<file path="src/rtl/mac_acc_sequencer_if.sv">
// Job/term/result handshake bundle for mac_acc_sequencer.
// master = job source and result sink, slave = the sequencer.
interface mac_acc_sequencer_if #(
    parameter int ACC_W = 32,
    parameter int IN_W  = 16,
    parameter int CNT_W = 8
);
    logic             start;
    logic [CNT_W-1:0] len;
    logic [ACC_W-1:0] init_val;
    logic             in_valid;
    logic [IN_W-1:0]  in_data;
    logic             in_ready;
    logic             out_valid;
    logic [ACC_W-1:0] out_data;
    logic             out_ready;
    logic             busy;
    logic             ovf;

    modport master (
        output start, len, init_val, in_valid, in_data, out_ready,
        input  in_ready, out_valid, out_data, busy, ovf
    );
    modport slave (
        input  start, len, init_val, in_valid, in_data, out_ready,
        output in_ready, out_valid, out_data, busy, ovf
    );
endinterface

</file>
<file path="src/rtl/mac_acc_sequencer.sv">
// Single-job MAC accumulation sequencer: preload, accumulate accepted beats, present sum.
// Build option MAC_SEQ_SATURATE_EN: clamp the accumulator on signed overflow instead of wrapping.
module mac_acc_sequencer #(
    parameter int ACC_W = 32,
    parameter int IN_W  = 16,
    parameter int CNT_W = 8
) (
    input logic                 clk,
    input logic                 reset,
    mac_acc_sequencer_if.slave  bus
);
    typedef enum logic [1:0] {IDLE, RUN, DONE} state_t;

    state_t           state_q, state_d;
    logic [CNT_W-1:0] cnt_q, cnt_d;
    logic [ACC_W-1:0] acc_q, acc_d;
    logic             ovf_q, ovf_d;

    logic [ACC_W-1:0] term_ext;
    logic [ACC_W:0]   sum;
    logic             sum_ovf;
    logic [ACC_W-1:0] next_acc;

    assign term_ext = {{(ACC_W-IN_W){bus.in_data[IN_W-1]}}, bus.in_data};
    assign sum      = {acc_q[ACC_W-1], acc_q} + {term_ext[ACC_W-1], term_ext};
    // The extra bit holds the true sign; disagreement with the ACC_W sign bit means overflow.
    assign sum_ovf  = sum[ACC_W] ^ sum[ACC_W-1];

`ifdef MAC_SEQ_SATURATE_EN
    localparam logic [ACC_W-1:0] SAT_MAX = {1'b0, {(ACC_W-1){1'b1}}};
    localparam logic [ACC_W-1:0] SAT_MIN = {1'b1, {(ACC_W-1){1'b0}}};
    assign next_acc = !sum_ovf ? sum[ACC_W-1:0] : (sum[ACC_W] ? SAT_MIN : SAT_MAX);
`else
    assign next_acc = sum[ACC_W-1:0];
`endif

    always_ff @(posedge clk) begin
        if (!reset) begin
            state_q <= IDLE;
            cnt_q   <= '0;
            acc_q   <= '0;
            ovf_q   <= 1'b0;
        end else begin
            state_q <= state_d;
            cnt_q   <= cnt_d;
            acc_q   <= acc_d;
            ovf_q   <= ovf_d;
        end
    end

    always_comb begin
        state_d       = state_q;
        cnt_d         = cnt_q;
        acc_d         = acc_q;
        ovf_d         = ovf_q;
        bus.in_ready  = 1'b0;
        bus.out_valid = 1'b0;
        unique case (state_q)
            IDLE: begin
                if (bus.start) begin
                    cnt_d   = bus.len;
                    acc_d   = bus.init_val;
                    ovf_d   = 1'b0;
                    state_d = (bus.len != '0) ? RUN : DONE;
                end
            end
            RUN: begin
                bus.in_ready = 1'b1;
                if (bus.in_valid) begin
                    acc_d = next_acc;
                    cnt_d = cnt_q - 1'b1;
                    ovf_d = ovf_q | sum_ovf;
                    if (cnt_q == CNT_W'(1)) state_d = DONE;
                end
            end
            DONE: begin
                bus.out_valid = 1'b1;
                if (bus.out_ready) state_d = IDLE;
            end
            default: state_d = IDLE;
        endcase
    end

    assign bus.out_data = acc_q;
    assign bus.busy     = (state_q != IDLE);
    assign bus.ovf      = ovf_q;
endmodule

</file>
<file path="src/flat_wrapper.sv">
// flat-port wrapper written by rule: the top's interface ports become plain ports
module mac_acc_sequencer_flat 
#(
    parameter int ACC_W = 32,
    parameter int IN_W  = 16,
    parameter int CNT_W = 8
)
  (clk, reset, bus_start, bus_len, bus_init_val, bus_in_valid, bus_in_data, bus_out_ready, bus_in_ready, bus_out_valid, bus_out_data, bus_busy, bus_ovf);
  mac_acc_sequencer_if #(.ACC_W(ACC_W), .IN_W(IN_W), .CNT_W(CNT_W)) bus_i ();
  input logic clk;
  input logic reset;
  input wire logic [$bits(bus_i.start)-1:0] bus_start;
  input wire logic [$bits(bus_i.len)-1:0] bus_len;
  input wire logic [$bits(bus_i.init_val)-1:0] bus_init_val;
  input wire logic [$bits(bus_i.in_valid)-1:0] bus_in_valid;
  input wire logic [$bits(bus_i.in_data)-1:0] bus_in_data;
  input wire logic [$bits(bus_i.out_ready)-1:0] bus_out_ready;
  output wire logic [$bits(bus_i.in_ready)-1:0] bus_in_ready;
  output wire logic [$bits(bus_i.out_valid)-1:0] bus_out_valid;
  output wire logic [$bits(bus_i.out_data)-1:0] bus_out_data;
  output wire logic [$bits(bus_i.busy)-1:0] bus_busy;
  output wire logic [$bits(bus_i.ovf)-1:0] bus_ovf;
  assign bus_i.start = bus_start;
  assign bus_i.len = bus_len;
  assign bus_i.init_val = bus_init_val;
  assign bus_i.in_valid = bus_in_valid;
  assign bus_i.in_data = bus_in_data;
  assign bus_i.out_ready = bus_out_ready;
  assign bus_in_ready = bus_i.in_ready;
  assign bus_out_valid = bus_i.out_valid;
  assign bus_out_data = bus_i.out_data;
  assign bus_busy = bus_i.busy;
  assign bus_ovf = bus_i.ovf;
  mac_acc_sequencer #(.ACC_W(ACC_W), .IN_W(IN_W), .CNT_W(CNT_W)) u_core (.clk(clk), .reset(reset), .bus(bus_i));
endmodule
</file>
<file path="config.mk">
export PLATFORM = sky130hd
export DESIGN_NAME = mac_acc_sequencer_flat
export DESIGN_NICKNAME = d
export VERILOG_FILES = /design/src/rtl/mac_acc_sequencer_if.sv /design/src/rtl/mac_acc_sequencer.sv /design/src/flat_wrapper.sv
export SDC_FILE = /design/constraint.sdc
export NUM_CORES = 1
export LEC_CHECK = 0
export BUFFER_PORTS_ARGS = -buffer_cell sky130_fd_sc_hd__clkbuf_2
export CORE_AREA = 2 2 66 114
export DETAILED_ROUTE_END_ITERATION = 12
export DIE_AREA = 0 0 68 116
export PLACE_DENSITY = 0.79
export SYNTH_ARGS = -nofsm -noshare
export SYNTH_HDL_FRONTEND = slang
export SYNTH_SLANG_ARGS = --single-unit
</file>
<file path="constraint.sdc">
create_clock -name clk -period 3.25 [get_ports clk]
set_input_delay 0 -clock clk [delete_from_list [all_inputs] [get_ports clk]]
set_output_delay 0 -clock clk [all_outputs]
set_load 0.01 [all_outputs]
</file>
==> metrics.md, run 1 <==
| Metric | Value |
|---|---|
| Highest metal layer with signal wires | `met4` |
| RSZ-0062 raised after global routing | `false` |
| CP Launch Type | `flip-flop` |
| Core ar. | `6907 sq um` |
| Layout-stage area growth over the synthesis result | `20.05%` |
| Cell mode on critical path | `a21oi_1` |
| Clk pwr share | `23.4%` |
| Initial DRC count | `244` |
| HP Start | `bus_init_val[22]` |
| Inserted Clock Buffers | `5` |
| Vias per cell | `6.046` |
| Ys Warns | `0` |
| Final core utilization | `63.57%` |
| Critical Path RT | `3.48 ns` |
| Period Utilization, post-route | `88.97%` |
| Final setup skew | `0.005909 ns` |
| CP delay by family, top | `compound AO/OA/AOI/OAI gates` |
| Layout cell share with drive strength beyond 1 | `22.10%` |
| Cell total after placement | `625` |
| Maximum clock frequency | `345.8 MHz` |
| Syn Area/Cell | `7.848 sq um` |
| Max-cap violations | `0` |
| Post-synth EDFFs | `0` |
| Max IR drop VDD | `0.3231 mV` |
| Sequential area share after synthesis | `23.54%` |
| Reg2Reg Launch Point | `u_core.bus.out_data[0]$_SDFFE_PN0P_` |
| Share of the synthesized area in the top cell type | `23.54%` |
| Reg-to-reg slack, setup | `0.36 ns` |
| DRT Pass-1 Iters | `4` |
| Die H | `116 microns` |
| Antenna violations before repair | `0` |
| Post-Syn Area | `3657 sq um` |
| Setup-failing EPs final | `0` |
| Pwr dens | `584.0 nW/um^2` |
| Worst-path clk slew | `0.06 ns` |
| Setup tns final | `0 ns` |
| Hold EP | `u_core.bus.out_data[22]$_SDFFE_PN0P_` |
| Overflow after GRT | `0` |
| Mapped Cells | `466` |
| Post-DP HPWL | `7.612 mm` |
| ANT cells | `0` |
| Routed via count | `3,845` |
| Routed wire length | `10.13 mm` |
| Worst-path maximum fanout | `4` |
| Reg2Reg Depth | `12` |
| Psw | `1.033 mW` |
| Mapped Nets | `562` |
| Slew headroom | `38.37%` |
| FF/Latch Area | `862.1 sq um` |
| Area of the multi-input gates | `2675 sq um` |
| Worst path buffer plus inverter count | `1` |
| Share of power burned in registers | `27.5%` |
| H-tree Lvls | `2` |
| First-pass GRT wire length | `16.66 mm` |
| Slowest stage delay, CP | `0.38 ns` |
| Status | `finished clean` |
| Reg-to-reg critical path endpoint | `u_core.bus.ovf$_SDFFE_PN0P_` |
| Number of global-route vias before repair | `3,760` |
| Cell Chain, Critical Path | `ha_1, inv_1, fa_1, or2b_1, a21oi_1, o21ai_1, a21oi_2, a41oi_2, a211o_1, a21o_1, a21oi_1, o211a_1` |
| Worst min path class | `input pin to flip-flop` |
| GP Congestion | `0.9423` |
| Met2 WL | `5.583 mm` |
| Final Net Count | `647` |
| Sw Ratio | `40.29%` |
| Max Slew Vio Count | `0` |
| Cell Rows | `40` |
| Comb pwr share | `49.1%` |
| Worst Path Class, Setup | `flip-flop to flip-flop` |
| Post-Route M1 WL | `3.797 mm` |
| Layout Cells excl Fill | `636` |
| Cell internal pwr | `1.531 mW` |
| PortBufs | `96` |
| Remaining DRCs | `0` |
| Clk sinks | `43` |
| Worst path slowest cell | `fa_1` |
| Arrival time worst endpoint | `3.13 ns` |
| Synth Register Bits | `43` |
| ANT nets after route | `0` |
| WL met3 | `485 microns` |
| Total die area | `7888 sq um` |
| Period minus WS final | `2.892 ns` |
| Total power | `2.564 mW` |
| Async SR Flop Fraction | `0%` |
| Hold depth | `3` |
| Synth area leaders | `dfxtp_1 (24%), ha_1 (12%), a21oi_1 (8.3%)` |
| Final Hold Vio Count | `0` |
| CTS tree | `done` |
| Yosys cell types | `56` |
| Gr usage total | `26.88%` |
| Io pins | `97` |
| Layout fillers | `610` |
| Least-Margin Pin Slew | `0.9245 ns` |
| Die width | `68 microns` |
| Area leader, netlist | `dfxtp_1` |
| Starting Density | `52.95%` |
| Root buffer cell | `clkbuf_16` |
| Max Buffers Root-to-Sink | `2` |
| Wire length per cell | `15.92 microns` |
| Synth Flop Type | `dfxtp_1` |
| CP endpoint kind | `flip-flop` |
| Pin count of the biggest net entering global routing | `50` |
| Leakage | `2.069 nW` |
| Clk_lat worst skew | `0.29 ns` |
==> layer usage <==
metal	vias up	track usage, %
met4	0	10.27
met3	18	4.078
met1	1805	28.88
met5	-	0
li1	1906	-
met2	116	50.49
==> layout by cell type (no fill, tap or decap), types with 5 or more instances in the layout <==
cell       netlist  layout
and3_1           5       5
o211ai_1         6       6
nor3_1           5       5
nand2_1         51      51
a21boi_0         5       5
nand3_1          9       9
o221ai_1        13      13
nand2b_1         7       7
o21a_1           5       5
xor2_1          12      12
a211oi_1        11      11
o21ai_0         28      28
clkbuf_2         0      96
mux2i_1         16      16
xnor2_1         15      15
a31oi_1          8       8
clkbuf_16        0       5
dfxtp_1         43      42
ha_1            34      34
nor2_1          30      30
a21o_1          16      16
a21oi_1         61      60
inv_1           10      10
==> cell type report <==
cell class | count | share of cell area, %
Clock buffer | 6 | 3.163
Clock inverter | 2 | 0.7979
Inverter | 11 | 0.9404
Multi-Input combinational cell | 388 | 60.93
Sequential cell | 43 | 19.64
Tap cell | 84 | 2.394
Timing Repair Buffer | 102 | 12.14
==> how the worst max path moves through the flow <==
stage | startpoint | slack (ns) | depth (start not counted) | to
6_report | u_core.bus.out_data[0]$_SDFFE_PN0P_ | 0.36 | 12 | u_core.bus.ovf$_SDFFE_PN0P_
5_1_grt | u_core.bus.out_data[0]$_SDFFE_PN0P_ | 0.11 | 12 | u_core.bus.out_data[28]$_SDFFE_PN0P_
4_1_cts | u_core.bus.out_data[0]$_SDFFE_PN0P_ | 0.36 | 12 | u_core.bus.ovf$_SDFFE_PN0P_
3_5_place_dp | u_core.bus.out_data[0]$_SDFFE_PN0P_ | 0.38 | 12 | u_core.bus.ovf$_SDFFE_PN0P_
3_3_place_gp | u_core.bus.out_data[0]$_SDFFE_PN0P_ | 0.48 | 12 | u_core.bus.ovf$_SDFFE_PN0P_
2_1_floorplan | u_core.bus.out_data[0]$_SDFFE_PN0P_ | 0.61 | 12 | u_core.bus.ovf$_SDFFE_PN0P_
==> flip-flops by register name (all words and copies together), names as in the netlist <==
name and count:
u_core.cnt_q 8, u_core.state_q 2, u_core.bus.ovf 1, u_core.bus.out_data 32
==> synth_stat cells, drive strengths merged (2+ instances only) <==
cell and n:
or2 2, a31oi 8, o221ai 13, xor2 12, nand2 51, nand2b 7
ha 34, inv 10, a21oi 62, o31ai 2, a41oi 2, or3 4
o21ai 31, a21o 16, nor3 5, nor2b 3, o211ai 7, and3 5
o21a 5, a211oi 15, or2b 2, o211a 4, nor4 4, a21boi 6
dfxtp 43, buf 4, xnor2 15, nand3 9, nor2 30, clkbuf 20
nand4 4, mux2i 16
==> per-stage QoR <==
step	cell area (sq um)	hold slack [ns]	setup WS, ns
CTS	4390	0.009592	0.3582
detailed placement	4187	0.2790	0.3842
floorplan	3657	0.1626	0.6132
global placement	4187	0.2589	0.4837
finish	4390	0.008868	0.3584
global route	4390	0.02251	0.1053
==> timing repair <==
item,CTS,global route
gates resized for setup,0,0
setup buffers,0,0
hold buffers,3,0
endpoints found under the hold margin,3,0
==> power by group through the flow <==
stage / clock (mW) / sequential [mW] / combinational [mW]
6_report: 0.600 / 0.706 / 1.26
3_3_place_gp: 0 / 0.711 / 1.21
4_1_cts: 0.608 / 0.704 / 1.25
5_1_grt: 0.630 / 0.717 / 1.40
3_5_place_dp: 0 / 0.716 / 1.24
2_1_floorplan: 0 / 0.730 / 0.902
==> worst reg2reg max path: stages, from the launching register on <==
cell     delay, ns
dfxtp_1       0.35
ha_1          0.22
inv_1         0.07
fa_1          0.38
or2b_1        0.26
a21oi_1       0.21
o21ai_1       0.15
a21oi_2       0.22
a41oi_2       0.20
a211o_1       0.32
a21o_1        0.18
a21oi_1       0.12
o211a_1       0.15
==> logic make-up (layout without fill, tap and decap cells) <==
kind of cell / Yosys count / after routing / synth area share [%]
simple gates: 131 / 131 / 17.11
fa+ha+maj: 35 / 35 / 12.18
xor+xnor: 27 / 27 / 6.466
flops: 43 / 43 / 23.54
mux: 16 / 16 / 4.379
compound gates: 179 / 179 / 32.71
buf+inv: 35 / 121 / 3.626
Power figures use the tool's default switching activity.
==> inputs of run 2 (changes only) <==
--- a/config.mk
+++ b/config.mk
@@ -6,10 +6,11 @@
 export NUM_CORES = 1
 export LEC_CHECK = 0
 export BUFFER_PORTS_ARGS = -buffer_cell sky130_fd_sc_hd__clkbuf_2
-export CORE_AREA = 2 2 66 114
+export CORE_AREA = 2 2 65 113
+export CTS_BUF_LIST = sky130_fd_sc_hd__clkbuf_8
 export DETAILED_ROUTE_END_ITERATION = 12
-export DIE_AREA = 0 0 68 116
-export PLACE_DENSITY = 0.79
+export DIE_AREA = 0 0 67 115
+export PLACE_DENSITY = 0.81
 export SYNTH_ARGS = -nofsm -noshare
 export SYNTH_HDL_FRONTEND = slang
 export SYNTH_SLANG_ARGS = --single-unit
==> run 2 against run 1 <==
Combinational power hardly changed. Cell count is 1.3% higher. Hold slack worse by 0.0030 ns. Critical endpoint unchanged. Largest power group unchanged. Highest routed layer unchanged.
==> metrics.md, run 2 (synthesis results as in run 1) <==
| Metric | Value |
|---|---|
| Status | `finished clean` |
| Worst path slowest cell | `dfxtp_1` |
| H-tree Lvls | `2` |
| Worst path buffer plus inverter count | `1` |
| Pwr dens | `531.1 nW/um^2` |
| Max reg flops | `32` |
| Final setup skew | `0.01526 ns` |
| Cell total after placement | `626` |
| Leakage | `2.062 nW` |
| HP Start | `bus_init_val[3]` |
| Antenna violations before repair | `0` |
| Worst Path Class, Setup | `flip-flop to flip-flop` |
| ANT nets after route | `0` |
| Final core utilization | `64.34%` |
| Layout Cells excl Fill | `644` |
| RSZ-0062 raised after global routing | `false` |
| GP Congestion | `0.9268` |
| Reg2Reg Depth | `12` |
| Vias per cell | `5.997` |
| Pin count of the biggest net entering global routing | `41` |
| Layout-stage area growth over the synthesis result | `19.74%` |
| Total die area | `7705 sq um` |
| Remaining DRCs | `0` |
| Max-cap violations | `0` |
| Io pins | `97` |
| Root buffer cell | `clkbuf_8` |
| Reg2Reg Launch Point | `u_core.bus.out_data[0]$_SDFFE_PN0P_` |
| Slowest stage delay, CP | `0.38 ns` |
| Cell Chain, Critical Path | `ha_1, inv_1, fa_1, or2b_1, a21oi_1, o21ai_1, a21oi_2, a41oi_2, a211o_1, a21o_1, a21oi_1, o211a_1` |
| Setup tns final | `0 ns` |
| Max Buffers Root-to-Sink | `2` |
| Gr usage total | `27.79%` |
| Overflow after GRT | `0` |
| DRT Pass-1 Iters | `5` |
| Maximum clock frequency | `347.2 MHz` |
| Layout cell share with drive strength beyond 1 | `21.79%` |
| Worst-path maximum fanout | `4` |
| Setup-failing EPs final | `0` |
| Max IR drop VDD | `0.3071 mV` |
| WHS | `0.005899 ns` |
| Reg-to-reg slack, setup | `0.37 ns` |
| Most common cell after layout, fill and taps aside | `clkbuf_2` |
| Cell mode on critical path | `a21oi_1` |
| Routed via count | `3,862` |
| Hold depth | `3` |
| Core ar. | `6807 sq um` |
| Least-Margin Pin Slew | `0.9592 ns` |
| Clk_lat worst skew | `0.32 ns` |
| Die H | `115 microns` |
| Post-DP HPWL | `7.660 mm` |
| CP endpoint kind | `flip-flop` |
| Period minus WS final | `2.880 ns` |
| Worst-path clk slew | `0.09 ns` |
| Most frequent cells in the layout | `clkbuf_2 (96), a21oi_1 (60), nand2_1 (51), dfxtp_1 (42), ha_1 (34)` |
| PortBufs | `96` |
| Total power | `2.326 mW` |
| CTS tree | `done` |
| Max Slew Vio Count | `0` |
| Period Utilization, post-route | `88.61%` |
| Reg-to-reg critical path endpoint | `u_core.bus.ovf$_SDFFE_PN0P_` |
| Critical Path RT | `3.51 ns` |
| Number of global-route vias before repair | `3,837` |
| ANT cells | `0` |
| CP delay by family, top | `compound AO/OA/AOI/OAI gates` |
| Final Net Count | `655` |
| Wire length per cell | `15.75 microns` |
| Hold EP | `u_core.bus.out_data[3]$_SDFFE_PN0P_` |
| Starting Density | `53.73%` |
| Slew headroom | `36.05%` |
| Worst min path class | `input pin to flip-flop` |
| CP Launch Type | `flip-flop` |
| Routed wire length | `10.14 mm` |
| Die width | `67 microns` |
| Arrival time worst endpoint | `3.14 ns` |
| Clk sinks | `43` |
| Inserted Clock Buffers | `5` |
| Initial DRC count | `173` |
| Cell Rows | `40` |
| Final Hold Vio Count | `0` |
| First-pass GRT wire length | `17.03 mm` |
-- run 2: worst max-delay path by stage --
stage	from	end	slack [ns]	depth (start not counted)
6_report	u_core.bus.out_data[0]$_SDFFE_PN0P_	u_core.bus.ovf$_SDFFE_PN0P_	0.37	12
2_1_floorplan	u_core.bus.out_data[0]$_SDFFE_PN0P_	u_core.bus.ovf$_SDFFE_PN0P_	0.61	12
3_5_place_dp	u_core.bus.out_data[0]$_SDFFE_PN0P_	u_core.bus.ovf$_SDFFE_PN0P_	0.42	12
5_1_grt	u_core.bus.out_data[0]$_SDFFE_PN0P_	u_core.bus.ovf$_SDFFE_PN0P_	0.15	12
4_1_cts	u_core.bus.out_data[0]$_SDFFE_PN0P_	u_core.bus.ovf$_SDFFE_PN0P_	0.39	12
3_3_place_gp	u_core.bus.out_data[0]$_SDFFE_PN0P_	u_core.bus.ovf$_SDFFE_PN0P_	0.49	12
-- run 2: worst reg2reg max path: cells and delay by family (launching register included) --
family	cells	cell delay, ns
AOI/OAI and AO/OA	8	1.54
adders and majority gates	2	0.59
buffers and inverters	1	0.07
DFF	1	0.38
and+or+nand+nor	1	0.26
-- run 2: what timing repair did --
item	4_1_cts	5_1_grt
buffers inserted	0	0
endpoints found under the hold margin	10	0
gates resized for setup	0	0
hold buffers	10	0
-- run 2: report_power, final --
part / switching, mW / internal (mW) / total (mW)
clock network: 0.206 / 0.148 / 0.354
registers: 0.0910 / 0.621 / 0.712
logic: 0.726 / 0.535 / 1.26
-- run 2: layout make-up --
class / instances / area [sq um]
clock buffers: 5 / 68.82
clock inverters: 3 / 16.27
multi-input cells: 388 / 2675
well taps: 84 / 105.1
inverters: 11 / 41.29
fillers: 623 / 2427
repair buffers: 110 / 610.6
flip-flops and latches: 43 / 862.1
-- run 2: stage by stage --
| step | setup WS, ns | instance area [sq um] |
|---|---|---|
| finish | 0.3702 | 4379 |
| global route | 0.1477 | 4379 |
| CTS | 0.3881 | 4379 |
| detailed placement | 0.4216 | 4194 |
| global placement | 0.4925 | 4194 |
| floorplan | 0.6132 | 3657 |
-- run 2: routing by layer --
metal	track usage, %	wire length [microns]	share of wire (%)
met1	29.33	3745	37
met2	52.94	5643	56
met3	3.718	471	4.6
met4	11.43	282	2.8
met5	0	0	0
